### src/rtl/regfile_pkg.sv
// Shared definitions for the multi-port register file: reset image, alias slot
// address and helpers that move fields in and out of the flattened port buses.
package regfile_pkg;

    localparam int RF_MAX_W      = 64;
    localparam int RF_BUS_W      = 512;
    localparam int RF_ADDR_W_DEF = 4;
    localparam int RF_ALIAS_DEF  = (1 << RF_ADDR_W_DEF) - 1;

    function automatic int rf_alias_addr(input int addr_w);
        return (1 << addr_w) - 1;
    endfunction

    // r0 is zero, r1 is the sign-bit pattern, every other slot holds its own index
    function automatic logic [RF_MAX_W-1:0] rf_reset_val(input int idx, input int data_w);
        logic [RF_MAX_W-1:0] v;
        if (idx == 0) begin
            v = '0;
        end else if (idx == 1) begin
            v = RF_MAX_W'(1) << (data_w - 1);
        end else begin
            v = RF_MAX_W'(idx);
        end
        return v;
    endfunction

    function automatic logic [RF_MAX_W-1:0] rf_unpack(input logic [RF_BUS_W-1:0] bus,
                                                      input int k, input int w);
        logic [RF_BUS_W-1:0] mask;
        mask = (RF_BUS_W'(1) << w) - RF_BUS_W'(1);
        return RF_MAX_W'((bus >> (k * w)) & mask);
    endfunction

    function automatic logic [RF_BUS_W-1:0] rf_pack(input logic [RF_BUS_W-1:0] bus,
                                                    input int k, input int w,
                                                    input logic [RF_MAX_W-1:0] val);
        logic [RF_BUS_W-1:0] mask;
        mask = (RF_BUS_W'(1) << w) - RF_BUS_W'(1);
        return (bus & ~(mask << (k * w))) | ((RF_BUS_W'(val) & mask) << (k * w));
    endfunction

endpackage

### src/rtl/regfile_mp_if.sv
// Decode/writeback side bus of the register file; the master drives strobes,
// addresses and data, the slave (the register file) returns read results.
interface regfile_mp_if #(
    parameter int DATA_W  = 32,
    parameter int ADDR_W  = 4,
    parameter int N_READ  = 3,
    parameter int N_WRITE = 2
);
    logic [DATA_W-1:0]         pc_i;
    logic [N_READ-1:0]         rd_en_i;
    logic [N_READ*ADDR_W-1:0]  rd_addr_i;
    logic [N_READ*DATA_W-1:0]  rd_data_o;
    logic [N_READ-1:0]         rd_pending_o;
    logic [N_WRITE-1:0]        wr_en_i;
    logic [N_WRITE*ADDR_W-1:0] wr_addr_i;
    logic [N_WRITE*DATA_W-1:0] wr_data_i;
    logic                      rsv_en_i;
    logic [ADDR_W-1:0]         rsv_addr_i;
    logic                      wr_conflict_o;

    modport master (
        output pc_i, rd_en_i, rd_addr_i, wr_en_i, wr_addr_i, wr_data_i, rsv_en_i, rsv_addr_i,
        input  rd_data_o, rd_pending_o, wr_conflict_o
    );

    modport slave (
        input  pc_i, rd_en_i, rd_addr_i, wr_en_i, wr_addr_i, wr_data_i, rsv_en_i, rsv_addr_i,
        output rd_data_o, rd_pending_o, wr_conflict_o
    );

endinterface

### src/rtl/regfile_wr_arb.sv
// Write-port arbiter for one register address: reports whether any enabled port
// targets it, which port wins (highest index), and whether ports collided.
module regfile_wr_arb
    import regfile_pkg::*;
#(
    parameter int ADDR_W  = 4,
    parameter int N_WRITE = 2,
    parameter int SEL_W   = (N_WRITE > 1) ? $clog2(N_WRITE) : 1
) (
    input  logic [N_WRITE-1:0]        i_wr_en,
    input  logic [N_WRITE*ADDR_W-1:0] i_wr_addr,
    input  logic [ADDR_W-1:0]         i_addr,
    output logic                      o_hit,
    output logic [SEL_W-1:0]          o_sel,
    output logic                      o_collide
);

    logic              w_hit;
    logic [SEL_W-1:0]  w_sel;
    logic              w_collide;
    logic [ADDR_W-1:0] w_port_addr;

    always_comb begin
        w_hit       = 1'b0;
        w_sel       = '0;
        w_collide   = 1'b0;
        w_port_addr = '0;
        // ascending scan so the last matching port overrides earlier ones
        for (int p = 0; p < N_WRITE; p++) begin
            w_port_addr = ADDR_W'(rf_unpack(RF_BUS_W'(i_wr_addr), p, ADDR_W));
            if (i_wr_en[p] && (w_port_addr == i_addr)) begin
                if (w_hit) begin
                    w_collide = 1'b1;
                end
                w_hit = 1'b1;
                w_sel = SEL_W'(p);
            end
        end
    end

    assign o_hit     = w_hit;
    assign o_sel     = w_sel;
    assign o_collide = w_collide;

endmodule

### src/rtl/regfile_mp.sv
// Multi-port register file with write-first bypass, optional PC alias on the
// top slot and a pending-write scoreboard for in-flight loads.
module regfile_mp
    import regfile_pkg::*;
#(
    parameter int DATA_W   = 32,
    parameter int ADDR_W   = 4,
    parameter int N_READ   = 3,
    parameter int N_WRITE  = 2,
    parameter int PC_ALIAS = 1
) (
    input logic          clk_i,
    input logic          reset_ni,
    regfile_mp_if.slave  bus
);

    localparam int                N_REGS     = 1 << ADDR_W;
    localparam int                ALIAS_IDX  = rf_alias_addr(ADDR_W);
    localparam logic [ADDR_W-1:0] ALIAS_ADDR = ADDR_W'(ALIAS_IDX);
    localparam int                SEL_W      = (N_WRITE > 1) ? $clog2(N_WRITE) : 1;
    localparam int                RD_BUS_W   = N_READ * DATA_W;

    logic [DATA_W-1:0]   r_regs [N_REGS];
    logic [N_REGS-1:0]   r_pend;
    logic [DATA_W-1:0]   r_rd_data_p1 [N_READ];
    logic [N_READ-1:0]   r_rd_pend_p1;
    logic                r_wr_conflict_p1;

    logic [DATA_W-1:0]   w_wr_data [N_WRITE];
    logic [ADDR_W-1:0]   w_rd_addr [N_READ];
    logic [N_REGS-1:0]   w_sto_hit;
    logic [N_REGS-1:0]   w_sto_col;
    logic [N_REGS-1:0]   w_sto_we;
    logic [N_REGS-1:0]   w_pend_nxt;
    logic [SEL_W-1:0]    w_sto_sel [N_REGS];
    logic [DATA_W-1:0]   w_rd_data_nxt [N_READ];
    logic [N_READ-1:0]   w_rd_pend_nxt;
    logic [RF_BUS_W-1:0] w_rd_data_bus;

    always_comb begin
        for (int p = 0; p < N_WRITE; p++) begin
            w_wr_data[p] = DATA_W'(rf_unpack(RF_BUS_W'(bus.wr_data_i), p, DATA_W));
        end
        for (int k = 0; k < N_READ; k++) begin
            w_rd_addr[k] = ADDR_W'(rf_unpack(RF_BUS_W'(bus.rd_addr_i), k, ADDR_W));
        end
    end

    // One arbiter per address: drives the storage write, the read bypass (indexed
    // by read address) and collision detection, alias slot included.
    for (genvar a = 0; a < N_REGS; a++) begin : g_slot
        regfile_wr_arb #(
            .ADDR_W  (ADDR_W),
            .N_WRITE (N_WRITE),
            .SEL_W   (SEL_W)
        ) u_arb (
            .i_wr_en   (bus.wr_en_i),
            .i_wr_addr (bus.wr_addr_i),
            .i_addr    (ADDR_W'(a)),
            .o_hit     (w_sto_hit[a]),
            .o_sel     (w_sto_sel[a]),
            .o_collide (w_sto_col[a])
        );

        if ((PC_ALIAS != 0) && (a == ALIAS_IDX)) begin : g_alias
            assign w_sto_we[a]   = 1'b0;
            assign w_pend_nxt[a] = 1'b0;
        end else begin : g_stored
            // reserve beats a same-cycle write: the older writer clears, the new load sets
            assign w_sto_we[a]   = w_sto_hit[a];
            assign w_pend_nxt[a] = (bus.rsv_en_i && (bus.rsv_addr_i == ADDR_W'(a))) ? 1'b1 :
                                   w_sto_hit[a] ? 1'b0 : r_pend[a];
        end
    end

    always_comb begin
        for (int k = 0; k < N_READ; k++) begin
            w_rd_data_nxt[k] = r_regs[w_rd_addr[k]];
            w_rd_pend_nxt[k] = w_pend_nxt[w_rd_addr[k]];
            if ((PC_ALIAS != 0) && (w_rd_addr[k] == ALIAS_ADDR)) begin
                w_rd_data_nxt[k] = bus.pc_i;
                w_rd_pend_nxt[k] = 1'b0;
            end else if (w_sto_hit[w_rd_addr[k]]) begin
                w_rd_data_nxt[k] = w_wr_data[w_sto_sel[w_rd_addr[k]]];
            end
        end
    end

    // ---- stage p1: storage, scoreboard and registered read results ----
    always_ff @(posedge clk_i or negedge reset_ni) begin
        if (!reset_ni) begin
            for (int a = 0; a < N_REGS; a++) begin
                r_regs[a] <= DATA_W'(rf_reset_val(a, DATA_W));
            end
            for (int k = 0; k < N_READ; k++) begin
                r_rd_data_p1[k] <= '0;
            end
            r_pend           <= '0;
            r_rd_pend_p1     <= '0;
            r_wr_conflict_p1 <= 1'b0;
        end else begin
            for (int a = 0; a < N_REGS; a++) begin
                if (w_sto_we[a]) begin
                    r_regs[a] <= w_wr_data[w_sto_sel[a]];
                end
            end
            for (int k = 0; k < N_READ; k++) begin
                if (bus.rd_en_i[k]) begin
                    r_rd_data_p1[k] <= w_rd_data_nxt[k];
                    r_rd_pend_p1[k] <= w_rd_pend_nxt[k];
                end
            end
            r_pend           <= w_pend_nxt;
            r_wr_conflict_p1 <= |w_sto_col;
        end
    end

    always_comb begin
        w_rd_data_bus = '0;
        for (int k = 0; k < N_READ; k++) begin
            w_rd_data_bus = rf_pack(w_rd_data_bus, k, DATA_W, RF_MAX_W'(r_rd_data_p1[k]));
        end
    end

    assign bus.rd_data_o     = RD_BUS_W'(w_rd_data_bus);
    assign bus.rd_pending_o  = r_rd_pend_p1;
    assign bus.wr_conflict_o = r_wr_conflict_p1;

endmodule

### src/flat_wrapper.sv
// flat-port wrapper written by rule: the top's interface ports become plain ports
module regfile_mp_flat import regfile_pkg::*;
#(
    parameter int DATA_W   = 32,
    parameter int ADDR_W   = 4,
    parameter int N_READ   = 3,
    parameter int N_WRITE  = 2,
    parameter int PC_ALIAS = 1
)
  (clk_i, reset_ni, bus_pc_i, bus_rd_en_i, bus_rd_addr_i, bus_wr_en_i, bus_wr_addr_i, bus_wr_data_i, bus_rsv_en_i, bus_rsv_addr_i, bus_rd_data_o, bus_rd_pending_o, bus_wr_conflict_o);
  regfile_mp_if #(.DATA_W(DATA_W), .ADDR_W(ADDR_W), .N_READ(N_READ), .N_WRITE(N_WRITE)) bus_i ();
  input logic clk_i;
  input logic reset_ni;
  input wire logic [$bits(bus_i.pc_i)-1:0] bus_pc_i;
  input wire logic [$bits(bus_i.rd_en_i)-1:0] bus_rd_en_i;
  input wire logic [$bits(bus_i.rd_addr_i)-1:0] bus_rd_addr_i;
  input wire logic [$bits(bus_i.wr_en_i)-1:0] bus_wr_en_i;
  input wire logic [$bits(bus_i.wr_addr_i)-1:0] bus_wr_addr_i;
  input wire logic [$bits(bus_i.wr_data_i)-1:0] bus_wr_data_i;
  input wire logic [$bits(bus_i.rsv_en_i)-1:0] bus_rsv_en_i;
  input wire logic [$bits(bus_i.rsv_addr_i)-1:0] bus_rsv_addr_i;
  output wire logic [$bits(bus_i.rd_data_o)-1:0] bus_rd_data_o;
  output wire logic [$bits(bus_i.rd_pending_o)-1:0] bus_rd_pending_o;
  output wire logic [$bits(bus_i.wr_conflict_o)-1:0] bus_wr_conflict_o;
  assign bus_i.pc_i = bus_pc_i;
  assign bus_i.rd_en_i = bus_rd_en_i;
  assign bus_i.rd_addr_i = bus_rd_addr_i;
  assign bus_i.wr_en_i = bus_wr_en_i;
  assign bus_i.wr_addr_i = bus_wr_addr_i;
  assign bus_i.wr_data_i = bus_wr_data_i;
  assign bus_i.rsv_en_i = bus_rsv_en_i;
  assign bus_i.rsv_addr_i = bus_rsv_addr_i;
  assign bus_rd_data_o = bus_i.rd_data_o;
  assign bus_rd_pending_o = bus_i.rd_pending_o;
  assign bus_wr_conflict_o = bus_i.wr_conflict_o;
  regfile_mp #(.DATA_W(DATA_W), .ADDR_W(ADDR_W), .N_READ(N_READ), .N_WRITE(N_WRITE), .PC_ALIAS(PC_ALIAS)) u_core (.clk_i(clk_i), .reset_ni(reset_ni), .bus(bus_i));
endmodule
### config.mk
export PLATFORM = sky130hd
export DESIGN_NAME = regfile_mp_flat
export DESIGN_NICKNAME = d
export VERILOG_FILES = /design/src/rtl/regfile_pkg.sv /design/src/rtl/regfile_mp_if.sv /design/src/rtl/regfile_wr_arb.sv /design/src/rtl/regfile_mp.sv /design/src/flat_wrapper.sv
export SDC_FILE = /design/constraint.sdc
export NUM_CORES = 2
export LEC_CHECK = 0
export CAP_MARGIN = 5
export CELL_PAD_IN_SITES_DETAIL_PLACEMENT = 1
export CELL_PAD_IN_SITES_GLOBAL_PLACEMENT = 2
export CORE_ASPECT_RATIO = 0.5
export CORE_MARGIN = 1.5
export CORE_UTILIZATION = 35
export DETAILED_ROUTE_END_ITERATION = 7
export GPL_ROUTABILITY_DRIVEN = 1
export HOLD_SLACK_MARGIN = 0.15
export PLACE_DENSITY = 0.73
export SYNTH_ARGS = -nofsm -noshare
export SYNTH_HDL_FRONTEND = slang
export SYNTH_HIERARCHICAL = 1
export SYNTH_SLANG_ARGS = --single-unit
### constraint.sdc
create_clock -name clk_i -period 5.6 [get_ports clk_i]
set_input_delay 1.12 -clock clk_i [delete_from_list [all_inputs] [get_ports clk_i]]
set_output_delay 1.12 -clock clk_i [all_outputs]
set_load 0.005 [all_outputs]
==> impl_metrics.json <==
{
  "outcome": "finished with violations",
  "violations": "DRC",
  "cts_tree": "yes",
  "synth_adder_area_share": 0,
  "ys_types": 67,
  "relSlewSlack": 0.246,
  "postCtsSetupBuffers": 0,
  "synth_simple_gate_area_share": 0.0823,
  "place_ws_ns": 0.498,
  "clockBufferDepth": 3,
  "power_density_nw_per_um2": 388,
  "crit_required_ns": 6.19,
  "die_h_um": 251,
  "final_max_slew_viol_count": 0,
  "dp_hpwl_um": 124000,
  "arrival_ns": 5.05,
  "grt_overflow": 0,
  "synth.cell_area_um2": 43100,
  "grt_pass1_vias": 39400,
  "final_common_cell": "mux2i_1",
  "crit_path_start": "bus_wr_addr_i[5]",
  "synth_top_family_by_area": "multiplexers",
  "final_cells": 5963,
  "final_cell_area_um2": 49500,
  "io_pins": 228,
  "rsz0062_at_grt": "false",
  "port_buffers": 227,
  "setup_viol": 0,
  "core_um2": 121000,
  "synth_edf_count": 0,
  "fin_crit_ns": 4.46,
  "ys_warn_count": 6,
  "fin_tns_setup_ns": 0,
  "cts_root_buf": "clkbuf_16",
  "drt-total-wl_um": 203000,
  "synth_mux_area_frac": 0.344,
  "path_class": "primary input to flop",
  "clock_sinks": 595,
  "dieWidth_um": 499,
  "gp_congestion": 0.891,
  "htreeDepth": 3,
  "grt_usage": 0.319,
  "hp-class": "primary input to async pin",
  "yosysSeqAreaShare": 0.346,
  "finalWorstSetupSlack_ns": 1.14,
  "rr_startpoint": "u_core/r_regs[466]$_DFFE_PN0P_",
  "finalCritPeriodShare": 0.796,
  "max_cap_violations": 0,
  "wl_per_cell_um": 34.0,
  "startpoint_type": "primary input",
  "via_per_inst": 6.51,
  "drive_above_1_share": 0.155,
  "first_pass_iters": 8,
  "fillers": 13100,
  "postRouteAntennaNets": 0,
  "worst_ir_drop_vdd_mv": 0.208,
  "drcViolationCount": 11,
  "finalHoldViolCount": 0,
  "syn_to_final_growth_pct": 14.9,
  "ys_ff_latch": 595,
  "syn_area_per_cell_um2": 10.2,
  "max_freq_mhz": 224,
  "dp_cells": 5836,
  "cp_max_fo": 12,
  "antenna_found_initial": 6,
  "multi_input_area_um2": 26200,
  "cts_resized": 0,
  "clk_latency_ns": 0.68,
  "final_cell_mix": "mux2i_1, dfrtp_1, nor2_1",
  "holdWs_ns": 0.366,
  "worst_slew_pin_slew_ns": 1.13,
  "num_rows": 90,
  "synthArstFlopShare": 1.00,
  "synth_xor_area_frac": 0.0165,
  "drt_iter0_markers": 5431,
  "nets": 4423,
  "p_leak_nw": 18.9,
  "cts-buffers-inserted": 67,
  "ff_latch_area_um2": 14900,
  "end_kind": "flop",
  "start_util": 0.355,
  "die_area_um2": 125000,
  "grt_max_degree": 170,
  "post_dp_cell_area_um2": 47200,
  "vias": 38800,
  "synth_compound_area_frac": 0.148,
  "synth_flop_cell": "dfrtp_1",
  "clk_pin_slew_ns": 0.07,
  "postCtsHoldBufs": 0,
  "grt_pass1_wl_um": 293000,
  "fin_worst_skew_ns": 0.0316,
  "synth_cells": 4208
}
## path summary, 6_finish.rpt
| path | slack, ns | end | cells after the start |
|---|---|---|---|
| worst max-delay path | 1.14 | u_core/r_rd_data_p1[5]$_DFFE_PN0P_ | 13 |
| min in group clk_i | 0.51 | u_core/r_regs[192]$_DFFE_PN1P_ | 2 |
| worst min-delay path | 0.37 | u_core/r_regs[88]$_DFFE_PN0P_ | 1 |
| worst max register to register | 3.40 | u_core/r_rd_data_p1[18]$_DFFE_PN0P_ | 4 |
| max in group asynchronous | 3.77 | u_core/r_regs[226]$_DFFE_PN0P_ | 2 |
| worst min register to register | 0.51 | u_core/r_regs[192]$_DFFE_PN1P_ | 2 |
## state kept, by name (all words and copies together) (netlist names)
signal	cells
u_core/bus.rd_pending_o	3
u_core/bus.wr_conflict_o	1
u_core/r_rd_data_p1	96
u_core/r_regs	480
u_core/r_pend	15
## worst max-delay path, cell delays in order
cell and delay (ns):
clkdlybuf4s50_1 0.78, buf_4 0.28, xor2_1 0.16, nor3_1 0.08, nand3_1 0.18, nand2_4 0.18
mux4_2 0.48, mux2i_1 0.27, mux2i_4 0.16, nor2_2 0.67, buf_4 0.41, a222oi_1 0.14
o21ai_1 0.12
## kinds of logic (layout without fill, tap and decap cells)
family | after synthesis | after routing
other cells | 2 | 166
flops | 595 | 595
mux | 1066 | 1066
buf+inv | 623 | 604
xor+xnor | 81 | 81
compound gates | 1006 | 1006
simple gates | 835 | 835
## layout make-up
| cell class | instances | area share |
|---|---|---|
| Antenna cell | 6 | 0.000304 |
| Clock buffer | 99 | 0.0400 |
| Clock inverter | 22 | 0.00617 |
| Inverter | 121 | 0.00921 |
| Multi-Input combinational cell | 3148 | 0.530 |
| Sequential cell | 595 | 0.302 |
| Tap cell | 1610 | 0.0407 |
| Timing Repair Buffer | 362 | 0.0715 |
## per-stage QoR
| stage | util | total power [mW] |
|---|---|---|
| after floorplan | - | 11.5 |
| after global placement | 0.389 | 13.9 |
| after detailed placement | 0.389 | 14.2 |
| after CTS | 0.408 | 19.1 |
| after global routing | 0.408 | 20.1 |
| final | 0.408 | 19.2 |
## where the power goes
group | switching (mW) | internal (mW)
registers | 1.76 | 5.96
clock network | 2.10 | 2.75
logic | 3.30 | 3.33
## synth_stat cells (49+ instances only)
library cell  number  area share
mux2i_1          716        0.17
o221ai_1          75       0.015
inv_1            118       0.010
a21oi_1          490       0.057
a222oi_1          55       0.013
nand2_1          157       0.014
xor2_1            49       0.010
mux4_2           294        0.15
nor2_1           516       0.045
dfrtp_1          567        0.33
o21ai_0           96       0.011
clkbuf_1         308       0.027
o22ai_1           64      0.0093
buf_2             83      0.0096
buf_1             63      0.0055
## layer usage
layer,GRT usage,up-vias,wire (µm)
met5,0,-,0
met4,0.118,0,7970
met3,0.0678,420,18900
met2,0.487,2124,89700
met1,0.445,20500,86400
li1,-,15700,-
No activity file was read; power rests on OpenSTA's default activity.
